$ cat src/rtl/s2qed_pair_gen_if.sv
// Handshake bundle for s2qed_pair_gen: source instruction channel plus the two core fetch ports.
interface s2qed_pair_gen_if;
   logic        src_valid;
   logic        src_ready;
   logic [31:0] src_inst;
   logic        cpu0_fetch_req;
   logic        cpu1_fetch_req;
   logic        cpu0_fetch_ack;
   logic        cpu1_fetch_ack;
   logic [31:0] cpu0_fetch_inst;
   logic [31:0] cpu1_fetch_inst;

   modport master (
      output src_valid, src_inst, cpu0_fetch_req, cpu1_fetch_req,
      input  src_ready, cpu0_fetch_ack, cpu1_fetch_ack, cpu0_fetch_inst, cpu1_fetch_inst
   );

   modport slave (
      input  src_valid, src_inst, cpu0_fetch_req, cpu1_fetch_req,
      output src_ready, cpu0_fetch_ack, cpu1_fetch_ack, cpu0_fetch_inst, cpu1_fetch_inst
   );
endinterface

$ cat src/rtl/s2qed_pair_gen.sv
// Generates S2QED instruction pairs: cpu0 gets the original ALU instruction,
// cpu1 a register-renamed twin; tracks completed pairs, drops and delivery timeouts.
module s2qed_pair_gen #(
   parameter int unsigned LOCKSTEP = 1,
   parameter int unsigned TIMEOUT  = 64
) (
   input  logic            clk,
   input  logic            rst,
   s2qed_pair_gen_if.slave bus,
   output logic            illegal,
   output logic [15:0]     pair_count,
   output logic [7:0]      drop_count,
   output logic            timeout_err
);
   typedef enum logic [1:0] {IDLE, DELIVER, DONE} state_t;

   localparam logic [6:0] OPC_OP     = 7'b0110011;
   localparam logic [6:0] OPC_OP_IMM = 7'b0010011;
   localparam logic [7:0] TCNT_LAST  = 8'(TIMEOUT - 1);

   state_t      r_state, w_next;
   logic [31:0] r_inst0, r_inst1;
   logic        r_d0, r_d1;
   logic [7:0]  r_tcnt;
   logic        r_ack0, r_ack1;
   logic [31:0] r_out0, r_out1;
   logic        r_illegal;
   logic [15:0] r_pair_cnt;
   logic [7:0]  r_drop_cnt;
   logic        r_timeout;
   logic        w_accept, w_legal, w_grant0, w_grant1, w_tmo;

   function automatic logic [4:0] reg_map(input logic [4:0] r);
      logic [5:0] w_wide;
      w_wide = '0;
      if (r == 5'd0 || r == 5'd31) w_wide = {1'b0, r};
      else if (r <= 5'd11)         w_wide = 6'd13 - {1'b0, r};
      else if (r == 5'd12)         w_wide = 6'd13;
      else if (r == 5'd13)         w_wide = 6'd1;
      else                         w_wide = 6'd44 - {1'b0, r};
      return w_wide[4:0];
   endfunction

   function automatic logic is_legal(input logic [31:0] x);
      logic [6:0] f7;
      logic [2:0] f3;
      logic       ok;
      f7 = x[31:25];
      f3 = x[14:12];
      ok = 1'b0;
      if (x[6:0] == OPC_OP)
         ok = (f7 == 7'b0000000) || (f7 == 7'b0100000 && (f3 == 3'b000 || f3 == 3'b101));
      else if (x[6:0] == OPC_OP_IMM) begin
         case (f3)
            3'b001:  ok = (f7 == 7'b0000000);
            3'b101:  ok = (f7 == 7'b0000000) || (f7 == 7'b0100000);
            default: ok = 1'b1;
         endcase
      end
      return ok;
   endfunction

   // OP_IMM keeps imm[11:0] (bits 31:20) untouched; only OP renames rs2.
   function automatic logic [31:0] map_inst(input logic [31:0] x);
      logic [31:0] y;
      y        = x;
      y[11:7]  = reg_map(x[11:7]);
      y[19:15] = reg_map(x[19:15]);
      if (x[6:0] == OPC_OP) y[24:20] = reg_map(x[24:20]);
      return y;
   endfunction

   assign w_legal       = is_legal(bus.src_inst);
   assign w_accept      = bus.src_valid && (r_state == IDLE);
   assign bus.src_ready = (r_state == IDLE) && !rst;

   always_comb begin
      w_next   = r_state;
      w_grant0 = 1'b0;
      w_grant1 = 1'b0;
      w_tmo    = 1'b0;
      case (r_state)
         IDLE: if (w_accept && w_legal) w_next = DELIVER;
         DELIVER: begin
            if (LOCKSTEP != 0) begin
               w_grant0 = bus.cpu0_fetch_req && bus.cpu1_fetch_req && !r_d0 && !r_d1;
               w_grant1 = w_grant0;
            end else begin
               w_grant0 = bus.cpu0_fetch_req && !r_d0;
               w_grant1 = bus.cpu1_fetch_req && !r_d1;
               // A delivery landing on the final count still wins over the timeout.
               w_tmo    = (r_d0 != r_d1) && (r_tcnt == TCNT_LAST) && !w_grant0 && !w_grant1;
            end
            if (r_d0 && r_d1) w_next = DONE;
            else if (w_tmo)   w_next = IDLE;
         end
         DONE:    w_next = IDLE;
         default: w_next = IDLE;
      endcase
   end

   always_ff @(posedge clk) begin
      if (rst) begin
         r_state    <= IDLE;
         r_inst0    <= '0;
         r_inst1    <= '0;
         r_d0       <= 1'b0;
         r_d1       <= 1'b0;
         r_tcnt     <= '0;
         r_ack0     <= 1'b0;
         r_ack1     <= 1'b0;
         r_out0     <= '0;
         r_out1     <= '0;
         r_illegal  <= 1'b0;
         r_pair_cnt <= '0;
         r_drop_cnt <= '0;
         r_timeout  <= 1'b0;
      end else begin
         r_state   <= w_next;
         r_illegal <= w_accept && !w_legal;
         if (w_accept && !w_legal && r_drop_cnt != 8'hFF) r_drop_cnt <= r_drop_cnt + 8'd1;
         if (w_accept && w_legal) begin
            r_inst0 <= bus.src_inst;
            r_inst1 <= map_inst(bus.src_inst);
            r_d0    <= 1'b0;
            r_d1    <= 1'b0;
            r_tcnt  <= '0;
         end
         if (w_grant0) r_d0 <= 1'b1;
         if (w_grant1) r_d1 <= 1'b1;
         if (r_state == DELIVER && r_d0 != r_d1) r_tcnt <= r_tcnt + 8'd1;
         r_ack0 <= w_grant0;
         r_ack1 <= w_grant1;
         r_out0 <= w_grant0 ? r_inst0 : '0;
         r_out1 <= w_grant1 ? r_inst1 : '0;
         if (r_state == DONE) r_pair_cnt <= r_pair_cnt + 16'd1;
         if (w_tmo) r_timeout <= 1'b1;
      end
   end

   assign bus.cpu0_fetch_ack  = r_ack0;
   assign bus.cpu1_fetch_ack  = r_ack1;
   assign bus.cpu0_fetch_inst = r_out0;
   assign bus.cpu1_fetch_inst = r_out1;
   assign illegal             = r_illegal;
   assign pair_count          = r_pair_cnt;
   assign drop_count          = r_drop_cnt;
   assign timeout_err         = r_timeout;
endmodule

$ cat src/flat_wrapper.sv
// flat-port wrapper written by rule: the top's interface ports become plain ports
module s2qed_pair_gen_flat 
#(
   parameter int unsigned LOCKSTEP = 1,
   parameter int unsigned TIMEOUT  = 64
)
  (clk, rst, illegal, pair_count, drop_count, timeout_err, bus_src_valid, bus_src_inst, bus_cpu0_fetch_req, bus_cpu1_fetch_req, bus_src_ready, bus_cpu0_fetch_ack, bus_cpu1_fetch_ack, bus_cpu0_fetch_inst, bus_cpu1_fetch_inst);
  s2qed_pair_gen_if bus_i ();
  input  logic clk;
  input  logic rst;
  output logic illegal;
  output logic [15:0] pair_count;
  output logic [7:0] drop_count;
  output logic timeout_err;
  input wire logic [$bits(bus_i.src_valid)-1:0] bus_src_valid;
  input wire logic [$bits(bus_i.src_inst)-1:0] bus_src_inst;
  input wire logic [$bits(bus_i.cpu0_fetch_req)-1:0] bus_cpu0_fetch_req;
  input wire logic [$bits(bus_i.cpu1_fetch_req)-1:0] bus_cpu1_fetch_req;
  output wire logic [$bits(bus_i.src_ready)-1:0] bus_src_ready;
  output wire logic [$bits(bus_i.cpu0_fetch_ack)-1:0] bus_cpu0_fetch_ack;
  output wire logic [$bits(bus_i.cpu1_fetch_ack)-1:0] bus_cpu1_fetch_ack;
  output wire logic [$bits(bus_i.cpu0_fetch_inst)-1:0] bus_cpu0_fetch_inst;
  output wire logic [$bits(bus_i.cpu1_fetch_inst)-1:0] bus_cpu1_fetch_inst;
  assign bus_i.src_valid = bus_src_valid;
  assign bus_i.src_inst = bus_src_inst;
  assign bus_i.cpu0_fetch_req = bus_cpu0_fetch_req;
  assign bus_i.cpu1_fetch_req = bus_cpu1_fetch_req;
  assign bus_src_ready = bus_i.src_ready;
  assign bus_cpu0_fetch_ack = bus_i.cpu0_fetch_ack;
  assign bus_cpu1_fetch_ack = bus_i.cpu1_fetch_ack;
  assign bus_cpu0_fetch_inst = bus_i.cpu0_fetch_inst;
  assign bus_cpu1_fetch_inst = bus_i.cpu1_fetch_inst;
  s2qed_pair_gen #(.LOCKSTEP(LOCKSTEP), .TIMEOUT(TIMEOUT)) u_core (.clk(clk), .rst(rst), .bus(bus_i), .illegal(illegal), .pair_count(pair_count), .drop_count(drop_count), .timeout_err(timeout_err));
endmodule
$ cat config.mk
export PLATFORM = sky130hd
export DESIGN_NAME = s2qed_pair_gen_flat
export DESIGN_NICKNAME = d
export VERILOG_FILES = /design/src/rtl/s2qed_pair_gen_if.sv /design/src/rtl/s2qed_pair_gen.sv /design/src/flat_wrapper.sv
export SDC_FILE = /design/constraint.sdc
export NUM_CORES = 1
export LEC_CHECK = 0
export ABC_AREA = 1
export CORE_UTILIZATION = 50
export DETAILED_ROUTE_END_ITERATION = 8
export GPL_ROUTABILITY_DRIVEN = 0
export HOLD_SLACK_MARGIN = 0.05
export PLACE_DENSITY = 0.91
export SYNTH_ARGS = -nofsm -noshare
export SYNTH_HDL_FRONTEND = slang
export SYNTH_SLANG_ARGS = --single-unit
$ cat constraint.sdc
create_clock -name clk -period 1.65 [get_ports clk]
set_input_delay 0.33 -clock clk [delete_from_list [all_inputs] [get_ports clk]]
set_output_delay 0.33 -clock clk [all_outputs]
set_load 0.05 [all_outputs]
======== After elaboration in Yosys (flattened, before gate mapping) ========
Index checks and enable logic that the tools add are counted.
storage, ports and cells
  flip-flop bits (word level) ............. 158
  output and inout port bits .............. 93
  input bits .............................. 37
  logic and storage cells ................. 94
operators by class
  bitwise logic cells ..................... 1
  eq/ne operators ......................... 19
  mux-type cells .......................... 25
  $add $sub $neg .......................... 8
  reductions and logical operators ........ 27
  magnitude comparators ................... 3
operator list
  cell                     number
  $mux W5                  13
  $eq A5 B4 Y1 const B     6
  $sub A4 B5 Y5 const A    6
  $add A16 B1 Y16 const B  1
  $eq A5 B5 Y1 const B     3
  $le A5 B4 Y1 const B     3
  $logic_not A5 Y1         3
  $eq A7 B6 Y1 const B     2
  $logic_and A1 B1 Y1      9
  $add A8 B1 Y8 const B    1
  $ne A8 B8 Y1 const B     1
  $eq A7 B5 Y1 const B     1
  $logic_not A7 Y1         1
  $mux W1                  7
  $logic_or A1 B1 Y1       6
  $mux W2                  3
  $pmux W2 S2              1
  $eq A3 B1 Y1 const B     1
  $eq A3 B3 Y1 const B     1
  $logic_not A1 Y1         3
  $logic_not A3 Y1         1
  $ne A3 B2 Y1 const B     1
  $eq A2 B1 Y1 const B     1
  $eq A2 B2 Y1 const B     1
  7 further kinds          7

======== Logic depth before layout (Yosys ltp) ========
Gate-level depths: netlist (run 1).
  depth after elaboration ................. 8
  mapped depth ............................ 15
  gate-level depth less buffers ........... 14

======== Worst setup path before layout (run 1) ========
Ideal clock, no wire load.
  kind .................................... input -> output
  start point ............................. input port rst
  end point ............................... output port bus_src_ready
  arrival time ............................ 1721 ps
  required time ........................... 1320 ps
  buffers on the path ..................... 2
  slack ................................... -401 ps
  cell stages on the path ................. 3
  cells stage by stage .................... clkbuf_1 > clkbuf_1 > nor3_1
between the ends
  longest elaborated chain between the ends .. 2
RTL lines
  element              RTL line              text
  from (decl)          flat_wrapper.sv:10    input logic rst;
  $logic_not A1 Y1     s2qed_pair_gen.sv:75  assign bus.src_ready = (r_state == IDLE) && !rst;
  $logic_and A1 B1 Y1  s2qed_pair_gen.sv:75
  to (decl)            flat_wrapper.sv:19    output wire logic [$bits(bus_i.src_ready)-1:0] bus_src_ready;
Every way passes these cells.

======== Final worst setup path (run 1) ========
  start point ............................. register u_core.r_drop_cnt[6] (netlist: u_core.drop_count[6])
  end point ............................... output port drop_count[6]
RTL lines
  element                 RTL line               text
  from (decl)             s2qed_pair_gen.sv:29   logic [7:0] r_drop_cnt;
  from (signal assigned)  s2qed_pair_gen.sv:121  if (w_accept && !w_legal && r_drop_cnt != 8'hFF) r_drop_cnt <= r_drop_cnt + 8'd1;
  to (decl)               flat_wrapper.sv:13     output logic [7:0] drop_count;
No word-level cell between the ends.

==> flow_summary.ini, run 1 <==
[worst_setup_path]
path_buf_inv = 1
crit_type = reg -> out
cp_data_arrival_time_ns = 1.26
path_delay_family = flip-flops
crit_fanout = 6
cpPeakStageDelay_ns = 0.55
cp_slowest_cell = dfxtp_1
required_ns = 1.32
critPathCaptureType = primary output
critical_path.cell_chain = buf_12
cp-start-kind = flop

[clock_tree]
cts_buffers = 17
clock_path_buffers = 2
cts_root_buffer = clkbuf_8
clk_pin_slew_ns = 0.06
cts_tree = built
h-tree-depth = 4
cts_sinks = 123
insertion_delay_ns = 0.52

[outcome]
status = finished clean

[timing]
slew_violations = 0
fin_crit_ns = 1.594
fin_crit_sh_pct = 96.60
finalSetupViolCount = 0
finalHoldViolations = 0
fmaxAchievable_ghz = 0.6274
fin_skew_ns = 0.008180
setup_ws_ns = 0.05607
setup_tns_ns = 0

[pwr]
p_leak_nw = 3.523
powerDensity_nw_per_um2 = 948.7
max-vdd-ir-drop_mv = 0.5333

[die]
die_w_um = 107.6
std_cell_rows = 38
initial_core_util_pct = 51.47
die_y_um = 107.6
ioPinCount = 130
core_area_um2 = 10840
dieArea_um2 = 11580

[logic_synthesis]
yosysSeqAreaShare_pct = 44.14
ys_ff_latch = 123
netlist_instances = 750
synth_fp_nets = 804
syn_avg_cell_area_um2 = 7.439
yosys_warnings = 0
synth-edff-count = 0
synth-async-reset-ratio_pct = 0
yosysUniqueCellTypes = 35
synth_area_um2 = 5579
yosysTopAreaCell = dfxtp_1
ys.flop_type = dfxtp_1
ys_top_cells_by_area = dfxtp_1 44%, nand2_1 7.9%, inv_1 7.3%
synth.top_cell.area_share_pct = 44.14

[global_route]
grt_overflow = 0
grt_pass1_wl_mm = 23.98
antenna_found_initial = 1
grt_max_degree = 35
grt_pass1_vias = 5234
grt_usage_pct = 26.46

[route]
drc = 0
routed_wl_mm = 15.13
num_vias = 5510
drtPass1Iterations = 6
ant_nets = 0
avgRoutedWirePerCell_um = 14.01
first_iter_violations = 301
via_per_inst = 5.102

[cells_and_area]
stdcell_area_um2 = 7864
nNetsFinal = 981
syn2layout_area_growth_pct = 40.95
final.fill_count = 768
final_core_util_pct = 72.54
drive_gt1_share_pct = 25.74
diodes = 0

[flow_run]
maxCapViolations = 0

[placement]
place_ws_ns = -0.4296
hpwl_mm = 10.24
portBuffers = 128
dpl_cell_area_um2 = 7176

[hold_path]
hp-class = in -> reg
## final cells by class
cell class | count | area [µm²] | share of cell area (%)
clock buffers | 20 | 466.7 | 5.935
clock inverters | 12 | 158.9 | 2.021
inverters | 113 | 424.2 | 5.394
multi-input cells | 467 | 2414 | 30.69
flip-flops and latches | 123 | 2481 | 31.55
well taps | 140 | 175.2 | 2.228
repair buffers | 205 | 1744 | 22.18
## power by group
part	switching (W)	internal, W
sequential	0.00000672	0.00298
combinational	0.000317	0.000270
clock	0.00140	0.00248
total	0.00173	0.00573
## synth_stat cells, types with 3 or more instances
cell type and n:
o21ai_0 19, nand3_1 47, a21oi_1 66, inv_2 5
clkbuf_1 10, buf_4 24, nor2_1 97, xor2_1 8
nand2_2 5, nand4_1 18, o21ai_1 28, dfxtp_1 123
buf_6 6, inv_1 108, nand3_2 3, buf_2 7
nor2_2 7, nand2_1 117, ha_1 17, nor3_1 14
nor2_4 4
## per-stage QoR
| stage | hold WS [ns] | power (W) | cells |
|---|---|---|---|
| 2_1_floorplan | 0.4051 | 0.003334 | 750 |
| 3_3_place_gp | 0.4143 | 0.003608 | 1045 |
| 3_5_place_dp | 0.4146 | 0.003620 | 1045 |
| 4_1_cts | 0.4218 | 0.007455 | 1077 |
| 5_1_grt | 0.4205 | 0.007707 | 1080 |
| 6_report | 0.3538 | 0.007460 | 1080 |
## final timing paths
check	from	endpoint	slack, ns	depth (start not counted)
hold / removal	bus_src_inst[21]	u_core.r_inst0[21]	0.35	4
hold reg to reg	u_core.r_inst1[20]	u_core.bus.cpu1_fetch_inst[20]	0.42	2
setup / recovery	u_core.drop_count[6]	drop_count[6]	0.06	1
setup reg to reg	u_core.drop_count[0]	u_core.drop_count[7]	0.08	7
## per-layer routing
| metal | vias up | global-route usage [%] | part of all wire [%] |
|---|---|---|---|
| met1 | 2495 | 29.68 | 39 |
| met5 | - | 0 | 0 |
| met4 | 0 | 13.99 | 4.2 |
| li1 | 2722 | - | - |
| met2 | 236 | 46.52 | 50 |
| met3 | 57 | 5.872 | 6.6 |
## cell usage in the layout, fill, tap and decap left out, types with 13 or more instances in the layout
master and count:
buf_4 160, nand3_1 47, o21ai_0 19, nand2_1 117, o21ai_1 27, nor2_1 97
nand4_1 18, dfxtp_1 112, inv_1 108, ha_1 17, clkbuf_16 17, clkdlybuf4s50_1 35
nor3_1 13, a21oi_1 66
## state kept, by name (all words and copies together) (netlist names)
signal	cells
u_core.bus.cpu0_fetch_inst	15
u_core.r_state	2
u_core.bus.cpu0_fetch_ack	1
u_core.bus.cpu1_fetch_inst	32
u_core.r_inst1	32
u_core.drop_count	8
u_core.illegal	1
u_core.r_d0	1
u_core.pair_count	16
u_core.r_inst0	15
## logic make-up (layout without fill, tap and decap cells)
group                    after synthesis  in the layout  synth area share [%]
adder cells (fa/ha/maj)               17             17                 3.812
flip-flops                           123            123                 44.14
XOR/XNOR                              10             10                 1.570
AO/OA/AOI/OAI                        119            119                 10.92
AND/OR/NAND/NOR                      320            320                 26.15
buffers and inverters                160            350                 13.34
other                                  1              1               0.06722
## repair_timing
| item | 4_1_cts | 5_1_grt |
|---|---|---|
| gates resized for setup | 0 | 8 |
| hold buffers | 0 | 0 |
| buffers inserted | 0 | 3 |
| endpoints found under the hold margin | 0 | 0 |
| endpoints found under the setup margin | 0 | 15 |
Note: power is estimated with default switching activity, not from simulation.
==> run 2: changes to the inputs <==
- SETUP_SLACK_MARGIN: unset -> 0.15
==> flow_summary.ini, run 2 (synthesis gave the netlist of run 1 again) <==
[global_route]
grt_usage_pct = 25.86
grt_max_degree = 35
grt_overflow = 0
grt_pass1_wl_mm = 23.29
grt_pass1_vias = 5181
antenna_found_initial = 1

[placement]
place_ws_ns = -0.4014
portBuffers = 128
hpwl_mm = 10.08

[cells_and_area]
final_common_cell = buf_4
seqCellArea_um2 = 2510
nNetsFinal = 983
syn2layout_area_growth_pct = 45.17
drive_gt1_share_pct = 29.94
final.fill_count = 705
multiInputGateArea_um2 = 2561
final_cell_mix = 154 x buf_4, 111 x nand2_1, 106 x inv_1, 101 x dfxtp_1, 90 x nor2_1
final_core_util_pct = 74.71

[clock_tree]
cts_root_buffer = clkbuf_8
h-tree-depth = 4
ctsHoldBuffers = 0
clk_pin_slew_ns = 0.06
clock_path_buffers = 2
cts_tree = built
cts_sinks = 123
cts_buffers = 17
insertion_delay_ns = 0.53

[worst_setup_path]
cp_slowest_cell = dfxtp_2
cpPeakStageDelay_ns = 0.33
critical_path.cell_chain = nor3_4, buf_12
critPathCaptureType = primary output
cp_data_arrival_time_ns = 1.22
required_ns = 1.32
cp-start-kind = flop
crit_fanout = 2
crit_type = reg -> out

[die]
ioPinCount = 130
core_area_um2 = 10840
std_cell_rows = 38
die_y_um = 107.6
dieArea_um2 = 11580
initial_core_util_pct = 51.47
die_w_um = 107.6

[route]
routed_wl_mm = 15.73
ant_nets = 0
drc = 1
via_per_inst = 5.238
avgRoutedWirePerCell_um = 14.52
first_iter_violations = 456
drtPass1Iterations = 8
num_vias = 5673

[outcome]
violations = design-rule violations
status = finished with violations

[timing]
fin_skew_ns = 0.004356
fmaxAchievable_ghz = 0.6464
finalHoldViolations = 0
slew_violations = 0
fin_crit_ns = 1.547
finalSetupViolCount = 0
setup_ws_ns = 0.1029
setup_tns_ns = 0
rsz0062_at_grt = yes
fin_crit_sh_pct = 93.76

[pwr]
p_leak_nw = 3.655
p_total_w = 0.007311
max-vdd-ir-drop_mv = 0.6383
powerDensity_nw_per_um2 = 902.7

[hold_path]
hp-class = in -> reg

[flow_run]
maxCapViolations = 0
[run 2: cell types whose count changed in the layout (fill, tap and decap cells not counted), moves of 6 or more]
cell and delta:
clkdlybuf4s50_1 -11, dfxtp_1 -11, dlymetal6s2s_1 +10, nand3_2 +9, nand3_1 -8, nor2_1 -7
buf_4 -6, buf_6 +6, dfxtp_4 +6, nand2_1 -6
[run 2: power breakdown]
group	switching, W	internal, W
sequential	0.00000876	0.00297
combinational	0.000335	0.000275
clock	0.00134	0.00238
total	0.00168	0.00563
[run 2: cell type report]
cell class,count,area share [%]
multi-input combinational,468,31.62
sequential,123,30.99
timing repair buffer,206,22.42
clock buffer,25,6.628
inverter,113,5.237
tap,140,2.163
clock inverter,7,0.9115
antenna,1,0.03090
[run 2: repair_timing]
item / in CTS / in global routing
setup endpoints to repair: 11 / 47
pin swaps: 3 / 13
setup buffers: 3 / 4
cloned: 0 / 2
resized for setup: 9 / 56
[run 2: worst max-delay path, delay by kind of cell, from the launching register on]
kind,cells,cell delay (ns)
DFF,1,0.33
and+or+nand+nor,1,0.20
buffers and inverters,1,0.16
[run 2: stage by stage]
step                      hold slack, ns  instances  cell area (µm²)
after detailed placement          0.4158       1041             7199
final                             0.2085       1083             8099
after global placement            0.4149       1041             7199
after CTS                         0.3867       1076             7848
after floorplan                   0.4051        750             5655
after global routing              0.2312       1083             8099
[run 2: path summary, 6_finish.rpt]
check,startpoint,endpoint,slack [ns],cells past startpoint
max,u_core.r_state[1],bus_src_ready,0.10,2
min,bus_src_inst[13],u_core.r_inst1[13],0.21,3
max reg2reg,u_core.pair_count[0],u_core.pair_count[14],0.11,9
min reg2reg,u_core.r_inst1[16],u_core.bus.cpu1_fetch_inst[16],0.42,2
[run 2: per-layer routing]
layer  routed length, µm  GRT usage [%]
met1                6177          28.55
met2                7897          46.34
met3                1140          5.932
met4                 510          12.72
met5                   0              0
==> run 3: changes to the inputs <==
- CORE_UTILIZATION: 50 -> 54
- PLACE_DENSITY: 0.91 -> 0.95
- clock period: 1.65 -> 1.86 ns (I/O delays scaled with it)
==> flow_summary.ini, run 3 (synthesis gave the netlist of run 1 again) <==
[outcome]
status = finished clean

[cells_and_area]
stdcell_count = 1063
nNetsFinal = 971
seqCellArea_um2 = 2470
syn2layout_area_growth_pct = 41.22
final.fill_count = 581
drive_gt1_share_pct = 24.41
final_cell_mix = 117 x nand2_1, 117 x dfxtp_1, 107 x inv_1, 103 x buf_4, 94 x nor2_1
diodes = 0
multiInputGateArea_um2 = 2434

[route]
avgRoutedWirePerCell_um = 14.73
via_per_inst = 5.382
routed_wl_mm = 15.66
first_iter_violations = 406
drc = 0
drtPass1Iterations = 5
num_vias = 5721
ant_nets = 0

[timing]
fin_crit_sh_pct = 94.42
fin_skew_ns = 0.007895
hold_ws_ns = 0.4028
finalHoldViolations = 0
fin_crit_ns = 1.756
slew_violations = 0
finalSetupViolCount = 0
fmaxAchievable_ghz = 0.5694
rsz0062_at_grt = yes

[hold_path]
hp-class = in -> reg
worstHoldEndpoint = u_core.r_inst0[8]
min-delay-start = bus_src_inst[8]
hold_depth = 4

[worst_setup_path]
required_ns = 1.49
crit_type = reg -> out
rr_startpoint = u_core.pair_count[0]
cp_slowest_cell = dlygate4sd2_1
r2r_end = u_core.pair_count[14]
path_delay_family = buffers and inverters
path_buf_inv = 1
rr_worst_depth = 9
cp-start-kind = flop
crit_fanout = 2
critPathCaptureType = primary output
cpPeakStageDelay_ns = 0.53
critical_path.cell_chain = dlygate4sd2_1
worstSetupStartpoint = u_core.bus.cpu1_fetch_inst[12]
reg2reg_slack_ns = 0.25
cp_data_arrival_time_ns = 1.38

[global_route]
grt_pass1_vias = 5351
grt_overflow = 0
grt_pass1_wl_mm = 25.12
antenna_found_initial = 0
grt_max_degree = 34
grt_usage_pct = 29.10

[placement]
placed_cells = 1029
hpwl_mm = 9.933
portBuffers = 128

[flow_run]
maxCapViolations = 0

[clock_tree]
cts_root_buffer = clkbuf_8
h-tree-depth = 4
clock_path_buffers = 2
insertion_delay_ns = 0.52
cts_tree = built
clk_pin_slew_ns = 0.06
cts_buffers = 17
cts_sinks = 123

[die]
core_area_um2 = 9910
die_y_um = 103.6
ioPinCount = 130
initial_core_util_pct = 56.30
die_w_um = 103.6
std_cell_rows = 36
dieArea_um2 = 10740

[pwr]
powerDensity_nw_per_um2 = 860.1
p_leak_nw = 3.390
max-vdd-ir-drop_mv = 0.5194
==> run 3: cell types whose count changed in the layout (fill, tap and decap cells not counted), moves of 9 or more <==
| cell | before | now |
|---|---|---|
| buf_4 | 154 | 103 |
| clkdlybuf4s15_2 | 0 | 39 |
| dfxtp_1 | 101 | 117 |
| clkdlybuf4s50_1 | 24 | 35 |
| dlymetal6s2s_1 | 11 | 1 |
| clkbuf_2 | 0 | 9 |
| nand3_2 | 10 | 1 |
==> run 3: cell type report <==
class	count	area share, %
repair buffers	195	22.06
clock buffers	19	5.479
well taps	133	2.112
inverters	113	5.384
multi-input cells	467	30.89
flip-flops and latches	123	31.35
clock inverters	13	2.731
==> run 3: stage by stage <==
step           utilization [%]  instance area [µm²]  total power, W  setup WS, ns  setup TNS (ns)
2_1_floorplan                -                 5592        0.002958        0.1514               0
3_3_place_gp             72.22                 7157        0.003188       -0.1349          -4.754
3_5_place_dp             72.22                 7157        0.003199       -0.2098          -7.478
4_1_cts                  79.28                 7856        0.006767       0.09053               0
5_1_grt                  79.51                 7879        0.006968       0.01003               0
6_report                 79.51                 7879        0.006776        0.1038               0
==> run 3: what timing repair did <==
| action | 4_1_cts | 5_1_grt |
|---|---|---|
| setup endpoints to repair | 53 | 30 |
| hold buffers | 0 | 0 |
| buffers inserted | 0 | 2 |
| hold endpoints to repair | 0 | 0 |
| pin swaps | 0 | 5 |
| resized for setup | 142 | 22 |
==> run 3: routing by layer <==
layer	vias to the layer above	part of all wire (%)	global-route usage, %
met5	-	0	0
met2	336	50	51.58
li1	2699	-	-
met1	2588	38	31.69
met3	98	6.8	6.293
met4	0	5.4	17.60
==> run 3: how the worst max path moves through the flow <==
stage	to	cells after the start
2_1_floorplan	bus_src_ready	3
3_3_place_gp	u_core.r_inst1[7]	12
3_5_place_dp	u_core.r_inst1[22]	12
4_1_cts	bus_cpu0_fetch_inst[12]	1
5_1_grt	u_core.pair_count[14]	8
6_report	bus_cpu0_fetch_inst[12]	1
==> run 3: report_power, final <==
group / switching, W / total (W) / internal (W)
clock network: 0.00124 / 0.00360 / 0.00236
logic: 0.000290 / 0.000524 / 0.000233
registers: 0.00000630 / 0.00265 / 0.00264
